==> config.mk <==
export PLATFORM = sky130hd
export DESIGN_NAME = fetch_queue
export DESIGN_NICKNAME = d
export VERILOG_FILES = /design/src/rtl/fetch_queue.sv
export SDC_FILE = /design/constraint.sdc
export NUM_CORES = 1
export LEC_CHECK = 0
export CAP_MARGIN = 20
export CORE_MARGIN = 1.5
export CORE_UTILIZATION = 49
export DETAILED_ROUTE_END_ITERATION = 6
export GPL_TIMING_DRIVEN = 0
export HOLD_SLACK_MARGIN = 0.03
export PLACE_DENSITY = 0.81
export SETUP_SLACK_MARGIN = 0.5
export SLEW_MARGIN = 20
export SYNTH_ARGS = -nofsm -noshare
export SYNTH_HDL_FRONTEND = slang
export SYNTH_SLANG_ARGS = --single-unit
==> constraint.sdc <==
create_clock -name clk -period 3.5 [get_ports clk]
set_input_delay 1.05 -clock clk [delete_from_list [all_inputs] [get_ports clk]]
set_output_delay 1.05 -clock clk [all_outputs]
set_load 0.05 [all_outputs]
==> src/rtl/fetch_queue.sv <==
// fetch_queue: instruction fetch queue sitting between a combinational
// instruction memory and decode. Fetches sequentially from fetch_pc, buffers
// up to DEPTH {pc, instr} entries, and restarts on a taken branch/jump.
//
// Ports
//   clk, reset        clock, synchronous active-high reset
//   imem_addr         fetch address (the fetch_pc register)
//   imem_rdata        instruction at imem_addr, same cycle
//   redirect_valid/pc flush queue and restart fetch at the aligned pc
//   out_ready         decode accepts the head entry
//   out_valid/instr/pc head entry (NOP_INSTR / 0 when empty)
//   occupancy         number of valid entries, 0..DEPTH
module fetch_queue #(
  parameter int                     ADDR_WIDTH  = 32,
  parameter int                     INSTR_WIDTH = 32,
  parameter int                     DEPTH       = 4,
  parameter logic [ADDR_WIDTH-1:0]  RESET_PC    = '0,
  parameter logic [INSTR_WIDTH-1:0] NOP_INSTR   = 'h13
) (
  input  logic                         clk,
  input  logic                         reset,
  output logic [ADDR_WIDTH-1:0]        imem_addr,
  input  logic [INSTR_WIDTH-1:0]       imem_rdata,
  input  logic                         redirect_valid,
  input  logic [ADDR_WIDTH-1:0]        redirect_pc,
  input  logic                         out_ready,
  output logic                         out_valid,
  output logic [INSTR_WIDTH-1:0]       out_instr,
  output logic [ADDR_WIDTH-1:0]        out_pc,
  output logic [$clog2(DEPTH+1)-1:0]   occupancy
);
  localparam int PW = $clog2(DEPTH);
  localparam int OW = $clog2(DEPTH+1);

  typedef struct packed {
    logic [ADDR_WIDTH-1:0]  pc;
    logic [INSTR_WIDTH-1:0] instr;
  } entry_t;

  entry_t                mem [DEPTH];
  logic [PW-1:0]         head, tail;
  logic [OW-1:0]         occ;
  logic [ADDR_WIDTH-1:0] fetch_pc;
  logic                  full, pop, push, wr_en;

  assign full  = (occ == OW'(DEPTH));
  assign pop   = (occ != '0) && out_ready;
  // A full queue can still accept the fetched word when the head leaves.
  assign push  = !full || pop;
  // Reset and redirect both suppress the write.
  assign wr_en = push && !redirect_valid && !reset;

  always_ff @(posedge clk) begin
    if (reset) begin
      fetch_pc <= RESET_PC;
      head     <= '0;
      tail     <= '0;
      occ      <= '0;
    end else if (redirect_valid) begin
      // Any pop this cycle is simply dropped with the rest of the queue,
      // so the consumed head is never re-presented.
      fetch_pc <= {redirect_pc[ADDR_WIDTH-1:2], 2'b00};
      head     <= '0;
      tail     <= '0;
      occ      <= '0;
    end else begin
      if (push) begin
        tail     <= tail + PW'(1);
        fetch_pc <= fetch_pc + ADDR_WIDTH'(4);
      end
      if (pop) head <= head + PW'(1);
      if (push && !pop)      occ <= occ + OW'(1);
      else if (pop && !push) occ <= occ - OW'(1);
    end
  end

  // Storage is never cleared; outputs are masked while empty instead.
  always_ff @(posedge clk) begin
    if (wr_en) mem[tail] <= '{pc: fetch_pc, instr: imem_rdata};
  end

  assign imem_addr = fetch_pc;
  assign occupancy = occ;
  assign out_valid = (occ != '0);
  assign out_instr = out_valid ? mem[head].instr : NOP_INSTR;
  assign out_pc    = out_valid ? mem[head].pc    : '0;

endmodule

==> impl_metrics.py <==
metrics = {
    "status": {
        "outcome": "completed",
    },
    "finish": {
        "areaGrowthSynthToFinish_pct": 33.4,
        "fin_nets": 965,
        "layout-drive-gt1-share_pct": 32.2,
        "layout_common_cells": "edfxtp_1 (248), clkdlybuf4s50_1 (69), mux4_2 (62)",
        "final_core_util_pct": 66.4,
        "final_common_cell": "edfxtp_1",
        "fillCellCount": 1609,
        "multiInputGateArea_um2": 3360,
        "ff_latch_area_um2": 8240,
        "diodes": 0,
    },
    "worst_hold_path": {
        "hp-class": "reg -> reg",
    },
    "detailed_routing": {
        "dr.pass1.iters": 5,
        "vias": 6931,
        "drc": 0,
        "drt-initial-drc-count": 524,
        "wirelength_um": 27000,
        "wl_per_cell_um": 21.9,
        "ant_nets": 0,
        "viasPerCell": 5.62,
    },
    "placed_design": {
        "place.port_buffers": 160,
        "gp_congestion": 0.855,
        "hpwl_um": 16400,
    },
    "cts": {
        "root_buffer": "clkbuf_16",
        "cts_hold_buf": 0,
        "clock_latency_ns": 0.54,
        "cts.path.max_buffers": 3,
        "cts_tree": "yes",
        "cts_htree_levels": 1,
        "cts-buffers-inserted": 30,
        "clock_sinks": 287,
        "clk_pin_slew_ns": 0.07,
    },
    "global_routing": {
        "track_usage_pct": 21.9,
        "grt_pass1_vias": 7081,
        "grt_max_degree": 44,
        "grt_antenna_before_repair": 0,
        "grt-ovfl-total": 0,
        "grt_pass1_wl_um": 40600,
    },
    "worst_setup_path": {
        "setup.worst_path.end_class": "output port",
        "required_ns": 2.45,
        "cp_max_fo": 7,
        "worstPathCellList": "clkbuf_16 > buf_12 > buf_16 > mux4_2 > and2_4 > buf_6",
        "worst-path-buf-inv": 4,
        "cp.arrival_ns": 2.15,
        "slowest_stage": "mux4_2",
        "path_class": "reg -> out",
        "cp_top_family": "buffers and inverters",
        "start_kind": "flip-flop",
        "slowest_delay_ns": 0.49,
    },
    "die": {
        "die_y_um": 157,
        "num_rows": 56,
        "die_w_um": 157,
        "coreArea_um2": 23300,
        "dieArea_um2": 24600,
        "ios": 168,
        "start_util_pct": 49.7,
    },
    "timing": {
        "max-slew-margin-rel_pct": 47.4,
        "timing.hold.ws_ns": 0.495,
        "final_hold_viol_count": 0,
        "fin_worst_skew_ns": 0.0172,
        "slew_violations": 0,
        "fmax_ghz": 0.313,
        "setup_viol": 0,
        "rsz0062_at_grt": "yes",
        "worstMarginPinSlew_ns": 0.782,
        "min_period_ns": 3.20,
        "finalCritPeriodShare_pct": 91.4,
    },
    "logic_synthesis": {
        "synth_cell_types": 54,
        "syn_area_um2": 11600,
        "synthArstFlopShare_pct": 0,
        "synth_edf_count": 248,
        "syn_inst": 674,
        "ys_warn_count": 0,
        "synth.ff_latch_count": 287,
        "ys_seq_area_share_pct": 70.9,
        "ys.flop_type": "edfxtp_1",
        "synth.avg_cell_area_um2": 17.2,
    },
    "power_and_ir_drop": {
        "vdd_ir_drop_max_mv": 0.406,
        "power.density_nw_per_um2": 534,
        "p_leak_uw": 0.00541,
    },
    "run": {
        "cap_violations": 0,
    },
}
-- routing by layer --
layer  routed length (µm)  share of wire (%)  vias to the layer above  GRT usage (%)
met2                13400                 50                      325           36.2
met4                  358                1.3                        0           4.90
met5                    0                  0                        -              0
met1                11200                 42                     3443           30.6
met3                 2030                7.5                       40           4.10
li1                     -                  -                     3123              -
-- worst min-delay path: cells and delay by family (launching register included) --
kind            cells  cell delay [ns]
compound gates      1             0.05
flops               1             0.34
simple gates        1             0.06
-- power breakdown --
group | internal [µW] | switching (µW)
clock network | 2020 | 1290
logic | 439 | 609
registers | 3810 | 88.0
total | 6270 | 1990
-- registers in the layout (all words and copies together), names as in the netlist, named ones only --
name	cells
head	2
mem	248
occupancy	3
imem_addr	30
tail	2
-- area by class of cell --
| type | count | share of cell area, % |
|---|---|---|
| flip-flops and latches | 287 | 53.2 |
| multi-input cells | 339 | 21.7 |
| repair buffers | 178 | 13.0 |
| clock buffers | 41 | 5.79 |
| well taps | 319 | 2.58 |
| plain buffers | 44 | 2.33 |
| clock inverters | 15 | 1.13 |
| inverters | 11 | 0.267 |
-- cell families (layout without fill, tap and decap cells) --
group,after synthesis,count (layout),synth area share (%)
compound gates,58,58,3.82
xor+xnor,12,12,0.906
fa+ha+maj,6,6,0.712
buf+inv,55,289,2.01
flops,287,287,70.9
mux,63,63,12.1
other cells,1,4,0.0323
simple gates,192,196,9.52
-- cells in the mapped netlist (2+ instances only) --
cell type,count,area share (%)
o31ai_1,6,0.39
o311ai_0,2,0.15
or2_2,6,0.32
and4_1,3,0.23
clkbuf_1,29,0.94
xnor2_1,7,0.53
nor2_1,35,1.1
nand3_1,9,0.39
or4_1,10,0.65
inv_1,11,0.36
nor3b_1,2,0.13
buf_4,4,0.26
a31oi_1,2,0.11
o211ai_1,3,0.19
a221oi_1,2,0.15
mux4_2,62,12
a2111oi_1,2,0.17
nor4_1,7,0.38
nand2_1,21,0.68
ha_1,5,0.54
nand4_1,6,0.32
dfxtp_1,39,6.7
buf_2,9,0.39
a311oi_1,11,0.83
a21oi_1,4,0.17
a211oi_1,10,0.65
nor3_1,9,0.39
o31a_1,3,0.23
o21ai_0,6,0.26
nor2b_1,2,0.11
xor2_1,5,0.38
edfxtp_1,248,64
and2_1,65,3.5
buf_1,2,0.065
or3_1,8,0.43
-- metrics by stage --
step | total power [µW] | worst slack, ns | cell area (µm²) | setup TNS (ns) | std cells
2_1_floorplan | 4520 | 0.452 | 11600 | 0 | 677
3_3_place_gp | 4880 | -0.840 | 13600 | -217.33 | 1156
3_5_place_dp | 4900 | -0.329 | 13700 | -45.78 | 1160
4_1_cts | 8270 | 0.289 | 15200 | 0 | 1229
5_1_grt | 8530 | 0.236 | 15500 | 0 | 1234
6_report | 8260 | 0.300 | 15500 | 0 | 1234
-- repair_timing --
| item | CTS | global route |
|---|---|---|
| cloned | 8 | 2 |
| endpoints found under the setup margin | 230 | 111 |
| buffers inserted | 5 | 3 |
| pin swaps | 6 | 7 |
| gates resized for setup | 518 | 76 |
-- final timing paths --
kind	slack, ns	to	startpoint	depth (start not counted)
setup / recovery	0.30	out_pc[29]	flip-flop	6
hold reg to reg	0.49	tail[1]$_SDFFE_PP0P_	tail[1]$_SDFFE_PP0P_	2
setup reg to reg	0.98	mem[3][11]$_DFFE_PP_	occupancy[0]$_SDFFE_PP0P_	5
hold / removal	0.49	tail[1]$_SDFFE_PP0P_	tail[1]$_SDFFE_PP0P_	2
Power figures use the tool's default switching activity.
